$ cat src/rtl/fifo_lib_pkg.sv
// Shared types and helpers for the FWFT FIFO family.
// Holds the serializer state encoding, the width-ratio helper and the
// default widths used by fwft_word_serializer.
package fifo_lib_pkg;

    typedef enum logic {
        S_IDLE = 1'b0,
        S_SEND = 1'b1
    } ser_state_t;

    localparam int DEF_IN_WIDTH  = 32;
    localparam int DEF_OUT_WIDTH = 8;

    // Number of output beats needed to carry one input word.
    function automatic int ser_ratio(input int in_w, input int out_w);
        return in_w / out_w;
    endfunction

endpackage : fifo_lib_pkg

$ cat src/rtl/fwft_word_serializer.sv
// fwft_word_serializer: pops wide words from a show-ahead (FWFT) FIFO and
// streams them out as OUT_WIDTH sub-words over a valid/ready handshake.
// The next word is popped on the same cycle as the last beat of the
// current one is accepted, so back-to-back words leave no bubble.
// Optional build macro: SERIALIZER_STATS_EN adds word_count/stall_count.
module fwft_word_serializer
    import fifo_lib_pkg::*;
#(
    parameter int IN_WIDTH  = DEF_IN_WIDTH,
    parameter int OUT_WIDTH = DEF_OUT_WIDTH,
    parameter int MSB_FIRST = 1
) (
    input  logic                 clk,
    input  logic                 rst,
    input  logic [IN_WIDTH-1:0]  fifo_rd_data,
    input  logic                 fifo_empty,
    output logic                 fifo_rd_en,
    output logic [OUT_WIDTH-1:0] out_data,
    output logic                 out_valid,
    input  logic                 out_ready,
    output logic                 out_last,
`ifdef SERIALIZER_STATS_EN
    output logic [31:0]          word_count,
    output logic [31:0]          stall_count,
`endif
    output logic                 busy
);

    localparam int RATIO = ser_ratio(IN_WIDTH, OUT_WIDTH);
    localparam int CNT_W = $clog2(RATIO);
    localparam logic [CNT_W-1:0] LAST_CNT = CNT_W'(RATIO - 1);

    if (((IN_WIDTH % OUT_WIDTH) != 0) || (RATIO < 2)) begin : g_param_check
        $error("fwft_word_serializer: IN_WIDTH must be a multiple of OUT_WIDTH with ratio >= 2");
    end

    ser_state_t           state_q, state_d;
    logic [CNT_W-1:0]     cnt_q, cnt_d;
    logic [IN_WIDTH-1:0]  word_q, word_d;

    logic                 sending;
    logic                 last_beat;
    logic                 accept;
    logic                 pop;
    logic [OUT_WIDTH-1:0] sub_w [RATIO];

    // Slice the held word into beats in transmission order.
    for (genvar g = 0; g < RATIO; g++) begin : g_slice
        if (MSB_FIRST != 0) begin : g_msb
            assign sub_w[g] = word_q[IN_WIDTH-1-g*OUT_WIDTH -: OUT_WIDTH];
        end else begin : g_lsb
            assign sub_w[g] = word_q[g*OUT_WIDTH +: OUT_WIDTH];
        end
    end

    assign sending   = (state_q == S_SEND);
    assign last_beat = (cnt_q == LAST_CNT);
    assign accept    = sending && out_ready;

    // Pop from idle, or on the last-beat accept for zero-bubble reload.
    // Gated by rst so the FIFO never advances while reset is held.
    assign pop = !rst && !fifo_empty && (!sending || (accept && last_beat));

    assign fifo_rd_en = pop;
    assign out_valid  = sending;
    assign busy       = sending;
    assign out_last   = sending && last_beat;
    assign out_data   = sending ? sub_w[cnt_q] : '0;

    // Next-state logic: load a new word on pop, otherwise step through beats.
    always_comb begin
        // NOTE: every target gets a default first so no latch is inferred.
        state_d = state_q;
        cnt_d   = cnt_q;
        word_d  = word_q;
        if (pop) begin
            word_d  = fifo_rd_data;
            cnt_d   = '0;
            state_d = S_SEND;
        end else if (accept) begin
            if (last_beat) begin
                cnt_d   = '0;
                state_d = S_IDLE;
            end else begin
                cnt_d = cnt_q + 1'b1;
            end
        end
    end

    // State, beat counter and held word; cleared asynchronously on rst.
    always_ff @(posedge clk or posedge rst) begin
        if (rst) begin
            state_q <= S_IDLE;
            cnt_q   <= '0;
            word_q  <= '0;
        end else begin
            // NOTE: non-blocking so every register samples pre-edge values.
            state_q <= state_d;
            cnt_q   <= cnt_d;
            word_q  <= word_d;
        end
    end

`ifdef SERIALIZER_STATS_EN
    logic [31:0] word_count_q;
    logic [31:0] stall_count_q;

    // Free-running statistics; both wrap modulo 2^32.
    always_ff @(posedge clk or posedge rst) begin
        if (rst) begin
            word_count_q  <= '0;
            stall_count_q <= '0;
        end else begin
            if (pop) begin
                word_count_q <= word_count_q + 32'd1;
            end
            if (sending && !out_ready) begin
                stall_count_q <= stall_count_q + 32'd1;
            end
        end
    end

    assign word_count  = word_count_q;
    assign stall_count = stall_count_q;
`endif

endmodule : fwft_word_serializer
$ cat config.mk
export PLATFORM = sky130hd
export DESIGN_NAME = fwft_word_serializer
export DESIGN_NICKNAME = d
export VERILOG_FILES = /design/src/rtl/fifo_lib_pkg.sv /design/src/rtl/fwft_word_serializer.sv
export SDC_FILE = /design/constraint.sdc
export NUM_CORES = 1
export LEC_CHECK = 0
export ABC_AREA = 1
export CAP_MARGIN = 20
export CORE_ASPECT_RATIO = 1.1
export CORE_MARGIN = 2
export CORE_UTILIZATION = 52
export DETAILED_ROUTE_END_ITERATION = 10
export MAX_ROUTING_LAYER = met4
export PLACE_DENSITY = 0.85
export REMOVE_ABC_BUFFERS = 1
export SLEW_MARGIN = 0
export SYNTH_ARGS = -nofsm -noshare
export SYNTH_HDL_FRONTEND = slang
export SYNTH_SLANG_ARGS = --single-unit
$ cat constraint.sdc
create_clock -name clk -period 3 [get_ports clk]
set_input_delay 0.45 -clock clk [delete_from_list [all_inputs] [get_ports clk]]
set_output_delay 0.45 -clock clk [all_outputs]
set_load 0.03 [all_outputs]
==> qor.yml <==
status: "finished, final reports clean"
worst_pin_slew_ps: 798
max_freq_ghz: 0.384
antenna_found_initial: 0
core_um2: 3360
initial_core_util_pct: 54.9
ir_drop_mv: 0.511
antenna_left: 0
setup_viol: 0
nFillCells: 295
cts_setup_buffers: 0
post_cts_resized: 0
num_rows: 22
vias_per_cell: 4.56
top_usage_layer: "met2"
layout_commonest_cell: "nand2_1"
cell_internal_pwr_mw: 1.34
port_buffers: 47
grt_pass1_wl_mm: 6.25
wirelength_mm: 3.73
cts_tree: "yes"
end_kind: "output pin"
area_growth_pct: 28.4
grt_start_max_net_pins: 36
leakagePower_nw: 1.30
die_area_um2: 4040
finalCoreUtilization_pct: 70.5
clock_sinks: 35
hp-class: "reg2reg"
hold_viol: 0
clk_path_buf_depth: 2
cts_max_level: 2
netlist_area_um2: 1840
num_antenna_cells: 0
setup-tns-final_ps: 0
ys_ff_latch: 35
ios: 48
finalCritPeriodShare_pct: 86.7
drtIter0Drc: 75
syn_inst: 255
layout-drive-gt1-share_pct: 7.92
crit_type: "reg2out"
p_sw_mw: 1.03
synth_area_leaders: "dfrtp_1, nand2_1, inv_1, nand3_1, nand2_2"
met1_usage_pct: 24.9
cts_inserted_buffers: 5
route.detailed.drc: 0
cp.required_ps: 2550
use_met3_pct: 4.47
gr-usage-all-layers_pct: 21.8
die_h_um: 66.5
root_buffer: "clkbuf_4"
p_per_area_nw_per_um2: 1000
nNetsFinal: 339
path_max_fanout: 11
final_cell_mix: "nand2_1, clkdlybuf4s50_1, inv_1"
grt-ovfl-total: 0
slew_violations: 0
ys_types: 15
syn_area_per_cell_um2: 7.23
drt_pre_antenna_iters: 4
synth_top_area_share_pct: 47.5
synth_top_cell_by_area: "dfrtp_1"
cts_hold_buffers: 0
vias: 1599
drv_cap: 0
cp.arrival_ps: 2150
rsz0062_at_grt: "no"
finClkSkew_ps: 6.11
clk_pin_slew_ps: 90
cp-start-kind: "flop"
first_global_vias: 1490
dieWidth_um: 60.8
dp_hpwl_mm: 2.66
yosys_warnings: 0
slew-limit-headroom_pct: 46.7
clk_latency_ps: 340
globalplace.congestion: 0.791
power.share.switching_pct: 43.3
comb_power_share_pct: 51.3
seq_area_frac_synth_pct: 47.5
grt_use_met2_pct: 35.8
min_period_ps: 2600
p_clk_share_pct: 12.1
power_frac_seq_pct: 36.6
wl_per_cell_um: 10.6
==> per-layer routing <==
layer,routed length (um),vias up
met2,1850,44
met1,1610,709
met4,74,0
li1,-,838
met5,0,-
met3,191,8
==> final timing paths <==
check / start / to / slack (ps) / cells after the start
worst max-delay path: cnt_q[1]$_DFFE_PP0P_ / out_data[7] / 400 / 4
worst min-delay path: sub_w[15]$_DFFE_PP0P_ / sub_w[15]$_DFFE_PP0P_ / 480 / 2
worst max register to register: cnt_q[0]$_DFFE_PP0P_ / sub_w[10]$_DFFE_PP0P_ / 1270 / 8
worst min register to register: sub_w[15]$_DFFE_PP0P_ / sub_w[15]$_DFFE_PP0P_ / 480 / 2
max in group asynchronous: rst / sub_w[18]$_DFFE_PP0P_ / 1720 / 3
min in group asynchronous: rst / sub_w[12]$_DFFE_PP0P_ / 580 / 2
==> cell usage after synthesis <==
library cell	number
a21oi_1	8
buf_12	1
buf_2	2
buf_4	4
buf_6	4
dfrtp_1	35
ha_1	1
inv_1	39
inv_4	2
nand2_1	129
nand2_2	10
nand2_4	1
nand3_1	17
nor2_1	1
o21ai_0	1
==> through the flow <==
step                hold slack, ps  total power, mW  area (um2)  std cells  worst slack (ps)
finish                         484             2.37        2370        351               398
CTS                            490             2.39        2370        351               357
global placement               462             2.05        2300        343               654
detailed placement             465             2.10        2300        343               627
floorplan                      449             1.65        1740        244              1020
global route                   507             2.58        2370        351               260
==> worst max-delay path, stage by stage, from the launching register on <==
cell	delay [ps]
dfrtp_1	530
inv_1	310
nand3_1	130
a21oi_1	150
clkdlybuf4s50_1	690
==> cell type report <==
| cell class | instances | area, um2 | area share [%] |
|---|---|---|---|
| sequential | 35 | 876 | 37.0 |
| multi-input combinational | 168 | 704 | 29.7 |
| timing repair buffer | 51 | 500 | 21.1 |
| inverter | 41 | 159 | 6.71 |
| clock buffer | 8 | 68.8 | 2.91 |
| tap | 48 | 60.1 | 2.54 |
==> cell families (layout without fill, tap and decap cells) <==
kind of cell / after synthesis / in the layout / share of synthesized area [%]
fa+ha+maj: 1 / 1 / 0.678
compound gates: 9 / 9 / 2.44
flops: 35 / 35 / 47.5
simple gates: 158 / 158 / 35.1
buf+inv: 52 / 100 / 14.3
==> sequential cells by signal, indices dropped and copies added (netlist names) <==
signal  count
sub_w      32
cnt_q       2
busy        1
==> power groups by stage <==
stage / logic (mW) / registers (mW) / clock network, mW
CTS: 1.23 / 0.865 / 0.297
finish: 1.21 / 0.866 / 0.287
floorplan: 0.782 / 0.872 / 0
detailed placement: 1.22 / 0.874 / 0
global placement: 1.19 / 0.865 / 0
global route: 1.37 / 0.894 / 0.316
No activity file was read; power rests on OpenSTA's default activity.
